<file path="config.mk">
export PLATFORM = sky130hd
export DESIGN_NAME = pipe_hazard_ctrl
export DESIGN_NICKNAME = d
export VERILOG_FILES = /design/src/rtl/pipe_hazard_ctrl.sv
export SDC_FILE = /design/constraint.sdc
export NUM_CORES = 1
export LEC_CHECK = 0
export ABC_AREA = 0
export ABC_CLOCK_PERIOD_IN_PS = 2000
export BUFFER_PORTS_ARGS = -buffer_cell sky130_fd_sc_hd__buf_2
export CAP_MARGIN = 0
export CELL_PAD_IN_SITES_DETAIL_PLACEMENT = 1
export CELL_PAD_IN_SITES_GLOBAL_PLACEMENT = 1
export CORE_MARGIN = 5
export CORE_UTILIZATION = 35
export DETAILED_ROUTE_END_ITERATION = 8
export PLACE_DENSITY_LB_ADDON = 0.1
export SYNTH_ARGS = -nofsm -noshare
export SYNTH_HDL_FRONTEND = slang
export SYNTH_SLANG_ARGS = --single-unit
</file>
<file path="constraint.sdc">
create_clock -name clk -period 2 [get_ports clk]
set_input_delay 0.4 -clock clk [delete_from_list [all_inputs] [get_ports clk]]
set_output_delay 0.4 -clock clk [all_outputs]
set_load 0.01 [all_outputs]
</file>
<file path="src/rtl/pipe_hazard_ctrl.sv">
// Hazard and flow controller for a five-stage pipeline.
// Drives PC enable/select and the IF/ID, ID/EX, EX/MEM, MEM/WB stage-register
// controls. It handles data-memory waits with a timeout, EX branches,
// load-use stalls, IRQ entry and ID jumps, and keeps saturating stall and
// flush counters.
//
// state     | meaning
// ----------+---------------------------------------------------------------
// ST_RUN    | normal flow; the per-cycle priority rules pick the controls
// ST_MEM_WAIT | data memory is busy; the whole pipe is frozen until ready or
//           | until wait_cnt reaches MEM_TIMEOUT

module pipe_hazard_ctrl #(
   parameter int MEM_TIMEOUT = 64,
   parameter int STAT_W      = 16
) (
   input  logic              reset,
   input  logic              clk,
   input  logic [4:0]        id_rs,
   input  logic [4:0]        id_rt,
   input  logic              id_uses_rs,
   input  logic              id_uses_rt,
   input  logic              id_jump,
   input  logic              id_noirq,
   input  logic              ex_memrd,
   input  logic [4:0]        ex_rt,
   input  logic              ex_br_taken,
   input  logic              mem_rd,
   input  logic              mem_wr,
   input  logic              mem_ready,
   input  logic              irq,
   input  logic              eret,
   output logic              pc_en,
   output logic [1:0]        pc_sel,
   output logic [1:0]        ifid_src,
   output logic              idex_stall,
   output logic              front_en,
   output logic              back_en,
   output logic              epc_wr,
   output logic              irq_ack,
   output logic              mem_err,
   output logic [STAT_W-1:0] stall_cnt,
   output logic [STAT_W-1:0] flush_cnt
);

   localparam int WC_W = $clog2(MEM_TIMEOUT + 1);
   localparam logic [STAT_W-1:0] STAT_MAX = {STAT_W{1'b1}};

   localparam logic [1:0] PC_SEL_SEQ  = 2'd0;
   localparam logic [1:0] PC_SEL_JMP  = 2'd1;
   localparam logic [1:0] PC_SEL_BR   = 2'd2;
   localparam logic [1:0] PC_SEL_IRQ  = 2'd3;
   localparam logic [1:0] SRC_PASS    = 2'd0;
   localparam logic [1:0] SRC_BUBBLE  = 2'd1;
   localparam logic [1:0] SRC_HOLD    = 2'd2;

   typedef enum logic {ST_RUN, ST_MEM_WAIT} state_t;

   state_t            state_q, state_d;
   logic [WC_W-1:0]   wait_cnt_q, wait_cnt_d;
   logic              in_irq_q, in_irq_d;
   logic              irq_pend_q, irq_pend_d;
   logic [STAT_W-1:0] stall_cnt_q, stall_cnt_d;
   logic [STAT_W-1:0] flush_cnt_q, flush_cnt_d;

   logic mem_busy;
   logic load_use;
   logic frozen;
   logic redirect;

   assign mem_busy = (mem_rd | mem_wr) & ~mem_ready;
   assign load_use = ex_memrd & (ex_rt != 5'd0) &
                     ((id_uses_rs & (id_rs == ex_rt)) | (id_uses_rt & (id_rt == ex_rt)));

   // Next state, wait timer, IRQ bookkeeping and the per-cycle output priority.
   always_comb begin
      state_d     = state_q;
      wait_cnt_d  = wait_cnt_q;
      in_irq_d    = in_irq_q;
      irq_pend_d  = irq_pend_q;
      stall_cnt_d = stall_cnt_q;
      flush_cnt_d = flush_cnt_q;
      frozen      = 1'b0;
      redirect    = 1'b0;
      pc_en       = 1'b1;
      pc_sel      = PC_SEL_SEQ;
      ifid_src    = SRC_PASS;
      idex_stall  = 1'b0;
      front_en    = 1'b1;
      back_en     = 1'b1;
      epc_wr      = 1'b0;
      irq_ack     = 1'b0;
      mem_err     = 1'b0;

      case (state_q)
         ST_RUN: begin
            if (mem_busy) begin
               frozen     = 1'b1;
               state_d    = ST_MEM_WAIT;
               wait_cnt_d = WC_W'(1);
            end
         end
         ST_MEM_WAIT: begin
            if (mem_ready) begin
               state_d    = ST_RUN;
               wait_cnt_d = '0;
            end else if (wait_cnt_q == WC_W'(MEM_TIMEOUT)) begin
               // give up on the access and let the pipe move again this cycle
               mem_err    = 1'b1;
               state_d    = ST_RUN;
               wait_cnt_d = '0;
            end else begin
               frozen     = 1'b1;
               wait_cnt_d = wait_cnt_q + 1'b1;
            end
         end
         default: begin
            state_d    = ST_RUN;
            wait_cnt_d = '0;
         end
      endcase

      if (frozen) begin
         pc_en    = 1'b0;
         ifid_src = SRC_HOLD;
         front_en = 1'b0;
         back_en  = 1'b0;
      end else if (ex_br_taken) begin
         pc_sel     = PC_SEL_BR;
         ifid_src   = SRC_BUBBLE;
         idex_stall = 1'b1;
         redirect   = 1'b1;
      end else if (load_use) begin
         pc_en      = 1'b0;
         ifid_src   = SRC_HOLD;
         idex_stall = 1'b1;
      end else if (irq_pend_q & ~in_irq_q & id_noirq) begin
         pc_sel     = PC_SEL_IRQ;
         ifid_src   = SRC_BUBBLE;
         idex_stall = 1'b1;
         epc_wr     = 1'b1;
         irq_ack    = 1'b1;
         redirect   = 1'b1;
      end else if (id_jump) begin
         pc_sel   = PC_SEL_JMP;
         ifid_src = SRC_BUBBLE;
         redirect = 1'b1;
      end

      if (irq & ~in_irq_q) irq_pend_d = 1'b1;
      if (irq_ack)         irq_pend_d = 1'b0;

      // an ack in the same cycle as eret re-enters the handler
      if (eret)    in_irq_d = 1'b0;
      if (irq_ack) in_irq_d = 1'b1;

      if (!pc_en && (stall_cnt_q != STAT_MAX)) stall_cnt_d = stall_cnt_q + 1'b1;
      if (redirect && (flush_cnt_q != STAT_MAX)) flush_cnt_d = flush_cnt_q + 1'b1;

      // while reset is held the outputs show the idle, PC-halted controls
      if (!reset) begin
         pc_en      = 1'b0;
         pc_sel     = PC_SEL_SEQ;
         ifid_src   = SRC_PASS;
         idex_stall = 1'b0;
         front_en   = 1'b1;
         back_en    = 1'b1;
         epc_wr     = 1'b0;
         irq_ack    = 1'b0;
         mem_err    = 1'b0;
      end
   end

   // State, timer, IRQ flags and statistics registers.
   always_ff @(posedge clk or negedge reset) begin
      if (!reset) begin
         state_q     <= ST_RUN;
         wait_cnt_q  <= '0;
         in_irq_q    <= 1'b0;
         irq_pend_q  <= 1'b0;
         stall_cnt_q <= '0;
         flush_cnt_q <= '0;
      end else begin
         state_q     <= state_d;
         wait_cnt_q  <= wait_cnt_d;
         in_irq_q    <= in_irq_d;
         irq_pend_q  <= irq_pend_d;
         stall_cnt_q <= stall_cnt_d;
         flush_cnt_q <= flush_cnt_d;
      end
   end

   assign stall_cnt = stall_cnt_q;
   assign flush_cnt = flush_cnt_q;

endmodule

</file>
==> metrics.yaml, run 1 <==
status: "finished, violations left"
violations: "negative setup slack"
cts_sinks: 42
path_clk_slew_ns: 0.08
arrival_ns: 1.83
critPathMaxFanout: 4
area_delta_synth_final_pct: 52.47
synth_nets: 258
synth_compound_area_share_pct: 10.65
grt_max_degree: 25
grt_use_met3_pct: 3.802
diodes: 0
regArea_um2: 1051
start_util_pct: 36.07
vdd_drop_max_mv: 0.5519
clk_path_buf_depth: 2
wl_per_cell_um: 16.02
drt_pass1_iterations: 3
num-fill-cells: 742
yosysMostFrequentCell: "dfrtp_1"
gr-total-overflow: 0
fin_crit_sh_pct: 111.5
end_kind: "output port"
reg2reg_depth: 10
synth-simple-area-share_pct: 22.49
pre_cts_ws_ns: -0.2664
async_flop_share_pct: 100.0
io-pin-count: 71
synth_top_area_share_pct: 45.63
finalClockSkew_ns: 0.01075
post_dp_cell_area_um2: 3008
drt_iter0_markers: 34
avgSynthCellArea_um2: 10.19
setup_viol: 27
clockRootBuffer: "clkbuf_8"
yosysSeqAreaShare_pct: 45.63
synth_top_family_by_area: "simple AND/OR/NAND/NOR gates"
cts_made_buffers: 5
synthAdderAreaFrac_pct: 2.173
ys_warn_count: 0
nets: 378
vias_per_cell: 5.002
multiInputGateArea_um2: 1429
hold_viol_final: 0
met1_usage_pct: 20.49
grt_usage_pct: 16.87
vias: 2121
drv_cap: 0
final_antenna_net_count: 0
rrSetupSlack_ns: -0.08
fmax_ghz: 0.4484
antenna_found_initial: 0
synth_cell_types: 38
crit_required_ns: 1.60
clk_latency_ns: 0.29
synth_cells: 226
max_slew.worst_pin.slew_ns: 0.4631
yosys_register_bits: 42
grt_pass1_wl_um: 11540
final_layout_size_suffix_gt1_share_pct: 50.14
cts-hold-fix-buffers: 0
rows: 29
io_buffers: 70
startpoint_type: "flip-flop"
fin_area_um2: 3512
busiest_layer: "met2"
period_needed_ns: 2.230
power_density_nw_per_um2: 757.1
die_h_um: 91.13
cts_tree: "yes"
die_area_um2: 8304
hpwl_um: 5022
routed_wirelength_um: 6794
synth.cell_area_um2: 2303
synth_xor_area_share_pct: 15.59
met2_usage_pct: 29.93
synthMuxAreaShare_pct: 0.9777
relSlewSlack_pct: 69.01
rsz0062_at_grt: "yes"
first_global_vias: 2339
die_w_um: 91.13
yosys-top-cells-count: "dfrtp_1, xnor2_1, nand2_1, nor2_1, nand3_1"
gp_congestion: 0.7592
crit_type: "flip-flop to output port"
leakagePower_uw: 0.001688
drc: 0
layout_setup_ws_ns: -0.2302
holdCritPathClass: "input port to async pin"
core_um2: 6386
hold-worst-slack_ns: 0.2027
synth-main-ff-cell: "dfrtp_1"
yosys-top-cells-area: "dfrtp_1, xnor2_1, nand3_1"
maxSlewViolCount: 0
synth_edf_count: 0
htreeDepth: 2
yosysTopAreaCell: "dfrtp_1"
-- what timing repair did --
action / in CTS / in global routing
buffers inserted: 10 / 2
pin swaps: 27 / 15
resized for setup: 46 / 16
setup endpoints to repair: 36 / 42
cloned: 2 / 0
-- metal layers --
metal | share of wire [%] | wire [um]
met5 | 0 | 0
met4 | 1.7 | 113
met3 | 3.7 | 254
met2 | 54 | 3643
met1 | 41 | 2782
-- kinds of logic (layout without fill, tap and decap cells) --
family | count (synthesis) | after routing
flip-flops | 42 | 42
multiplexers | 2 | 2
buffers and inverters | 9 | 130
AO/OA/AOI/OAI | 28 | 28
adder cells (fa/ha/maj) | 4 | 4
AND/OR/NAND/NOR | 100 | 100
XOR/XNOR | 41 | 41
-- critical path, cell delays in order, from the launching register on --
cell,delay (ns)
dfrtp_1,0.41
nor4_2,0.28
and3_4,0.23
a211o_4,0.15
buf_6,0.10
nand2_4,0.06
a31oi_2,0.16
buf_2,0.15
-- metrics by stage --
step | util, % | total power [uW] | TNS (ns) | cells
2_1_floorplan | - | 1560 | -0.2368 | 226
3_3_place_gp | 47.10 | 1948 | -4.162 | 403
3_5_place_dp | 47.10 | 1979 | -6.316 | 403
4_1_cts | 53.82 | 2658 | -4.821 | 423
5_1_grt | 55.00 | 2853 | -6.727 | 424
6_report | 55.00 | 2659 | -2.425 | 424
-- registers in the layout, summed over array words and instances, names as in the netlist --
| signal | count |
|---|---|
| flush_cnt | 16 |
| stall_cnt | 16 |
| wait_cnt_q | 7 |
| in_irq_q | 1 |
| irq_pend_q | 1 |
| state_q | 1 |
-- layout by cell type, fill, tap and decap left out, types with 2 or more instances in the layout --
master	count
dfrtp_1	42
nand2_4	4
nand4_1	12
ha_1	3
nor3_2	3
inv_2	2
clkinv_2	2
nand3_2	3
o21ai_0	8
nand2b_1	2
a21oi_1	3
nor2_4	2
and3_1	7
nand2_1	18
buf_12	2
buf_4	34
inv_1	2
nor2_2	4
a31oi_4	2
buf_2	63
and4_1	3
nand3_1	12
mux2_2	2
buf_6	17
nand2_2	2
a21oi_4	2
nand3_4	3
nor2b_1	3
nor2_1	15
xnor2_1	28
o21a_4	3
xor2_1	8
and3_4	2
xnor2_2	5
clkbuf_8	5
-- power breakdown --
part | switching (uW) | internal (uW)
sequential | 142 | 988
clock | 303 | 247
combinational | 493 | 486
-- cell type report --
class                   count  area share, %
clock inverters             2         0.3919
multi-input cells         175          40.68
well taps                  77          2.743
flip-flops and latches     42          29.93
repair buffers            117          23.62
inverters                   5         0.5700
clock buffers               6          2.066
-- final timing paths --
check                                               start                        end
worst min-delay path                                reset  wait_cnt_q[6]$_DFFE_PN0P_
worst max register to register  wait_cnt_q[0]$_DFFE_PN0P_   stall_cnt[1]$_DFFE_PN0P_
worst max-delay path            wait_cnt_q[3]$_DFFE_PN0P_                      pc_en
min in group clk                                     eret       in_irq_q$_DFFE_PN0P_
max in group asynchronous                           reset   flush_cnt[5]$_DFFE_PN0P_
worst min register to register  stall_cnt[10]$_DFFE_PN0P_  stall_cnt[10]$_DFFE_PN0P_
(Power assumes the default switching activity.)
==> inputs of run 2 (changes only) <==
==> constraint.sdc (replaced) <==
create_clock -name clk -period 2 [get_ports clk]
set_input_delay 0.1 -clock clk [delete_from_list [all_inputs] [get_ports clk]]
set_output_delay 0.1 -clock clk [all_outputs]
set_load 0.01 [all_outputs]
==> metrics.yaml, run 2 (same netlist as run 1, synthesis figures left out) <==
cts_tree: "yes"
final_layout_size_suffix_gt1_share_pct: 44.71
path_clk_slew_ns: 0.09
p_int_uw: 1697
p_seq_share_pct: 44.2
first_global_vias: 2110
io-pin-count: 71
maxSlewViolCount: 0
pre_cts_ws_ns: -0.05705
setup_viol: 8
layout_setup_ws_ns: -0.05420
final_common_cell: "buf_2"
power_frac_comb_pct: 33.4
post_dp_cell_area_um2: 2928
fmax_ghz: 0.4868
leakagePower_uw: 0.001599
status: "finished, violations left"
vias: 2056
gp_congestion: 0.7834
gr-total-overflow: 0
rows: 29
power_density_nw_per_um2: 785.3
relSlewSlack_pct: 71.42
clk_path_buf_depth: 2
drc: 0
p_sw_share_pct: 34.88
drt_pass1_iterations: 6
io_buffers: 70
die_h_um: 91.13
startpoint_type: "flip-flop"
holdCritPathClass: "input port to flip-flop"
cts_made_buffers: 5
start_util_pct: 36.07
crit_type: "flip-flop to output port"
vias_per_cell: 4.930
die_w_um: 91.13
clk_latency_ns: 0.29
hold_viol_final: 0
cts_sinks: 42
arrival_ns: 1.95
grt_usage_pct: 15.07
finalClockSkew_ns: 0.01025
grt_pass1_wl_um: 10400
clockPowerShare_pct: 22.4
max_slew.worst_pin.slew_ns: 0.4271
crit_required_ns: 1.90
power.switching_uw: 908.8
drt_iter0_markers: 49
grt_max_degree: 29
violations: "negative setup slack"
fin_area_um2: 3318
period_needed_ns: 2.054
hpwl_um: 4771
critPathMaxFanout: 4
core_um2: 6386
wl_per_cell_um: 15.33
diodes: 0
routed_wirelength_um: 6394
utilization_pct: 51.96
vdd_drop_max_mv: 0.5587
final_antenna_net_count: 0
rsz0062_at_grt: "yes"
fin_crit_sh_pct: 102.7
end_kind: "output port"
htreeDepth: 2
final_cell_mix: "buf_2, dfrtp_1, buf_4, xnor2_1, nand2_1"
antenna_found_initial: 0
tns_ns: -0.2271
area_delta_synth_final_pct: 44.05
clockRootBuffer: "clkbuf_8"
drv_cap: 0
die_area_um2: 8304
nets: 371
run 2: cell types whose count changed in the layout (fill, tap and decap cells not counted), moves of 2 or more:
cell,delta
buf_2,+7
xnor2_1,+2
nor2_1,+2
nand2_2,-2
a21oi_1,+2
nand2_4,-3
nand2_1,+5
buf_6,-12
buf_4,-3
dlygate4sd3_1,+2
xnor2_2,-2
run 2: worst max-delay path: stages, from the launching register on:
cell and delay (ns):
dfrtp_1 0.42, nor4_4 0.33, and3_4 0.23, a211o_4 0.15, clkinv_4 0.06, buf_4 0.14
buf_4 0.13, nand2_1 0.07, buf_2 0.13
run 2: metrics by stage:
| stage | power (uW) | hold WS, ns | cells |
|---|---|---|---|
| after floorplan | 1554 | -0.1956 | 226 |
| after global placement | 1916 | -0.01566 | 396 |
| after detailed placement | 1953 | -0.01282 | 396 |
| after CTS | 2558 | 0.03566 | 410 |
| after global routing | 2789 | 0.04749 | 417 |
| final | 2606 | 0.04608 | 417 |
run 2: area by class of cell:
| cell class | instances | area [um2] |
|---|---|---|
| Clock inverter | 2 | 12.51 |
| Inverter | 5 | 23.77 |
| Timing Repair Buffer | 110 | 704.4 |
| Fill cell | 727 | 3068 |
| Clock buffer | 6 | 82.58 |
| Tap cell | 77 | 96.34 |
| Multi-Input combinational cell | 175 | 1346 |
| Sequential cell | 42 | 1052 |
run 2: worst paths after layout:
path | from | end | slack [ns] | depth (start not counted)
max | wait_cnt_q[3]$_DFFE_PN0P_ | front_en | -0.05 | 8
min | mem_ready | wait_cnt_q[0]$_DFFE_PN0P_ | 0.05 | 2
max reg2reg | wait_cnt_q[3]$_DFFE_PN0P_ | stall_cnt[1]$_DFFE_PN0P_ | -0.03 | 9
min reg2reg | flush_cnt[10]$_DFFE_PN0P_ | flush_cnt[10]$_DFFE_PN0P_ | 0.48 | 1
max in group asynchronous | reset | flush_cnt[4]$_DFFE_PN0P_ | 1.14 | 3
min in group asynchronous | reset | state_q$_DFF_PN0_ | 0.21 | 2
run 2: power by group through the flow:
stage / Clock [uW] / Combinational [uW] / Sequential, uW
2_1_floorplan: 0 / 338 / 1220
3_3_place_gp: 0 / 773 / 1140
3_5_place_dp: 0 / 793 / 1160
4_1_cts: 598 / 816 / 1140
5_1_grt: 645 / 965 / 1180
6_report: 583 / 871 / 1150
run 2: metal layers:
metal	vias up	track usage [%]	wire length, um
met5	-	0	0
met4	0	2.200	29
met3	2	3.802	233
met2	40	26.08	3289
met1	999	19.40	2841
li1	1015	-	-
run 2: timing repair:
action                                  4_1_cts  5_1_grt
endpoints found under the hold margin        15        0
pin swaps                                     3       19
setup buffers                                 4        6
endpoints found under the setup margin       27       36
hold buffers                                  2        0
resized for setup                             7       31
cloned                                        0        1
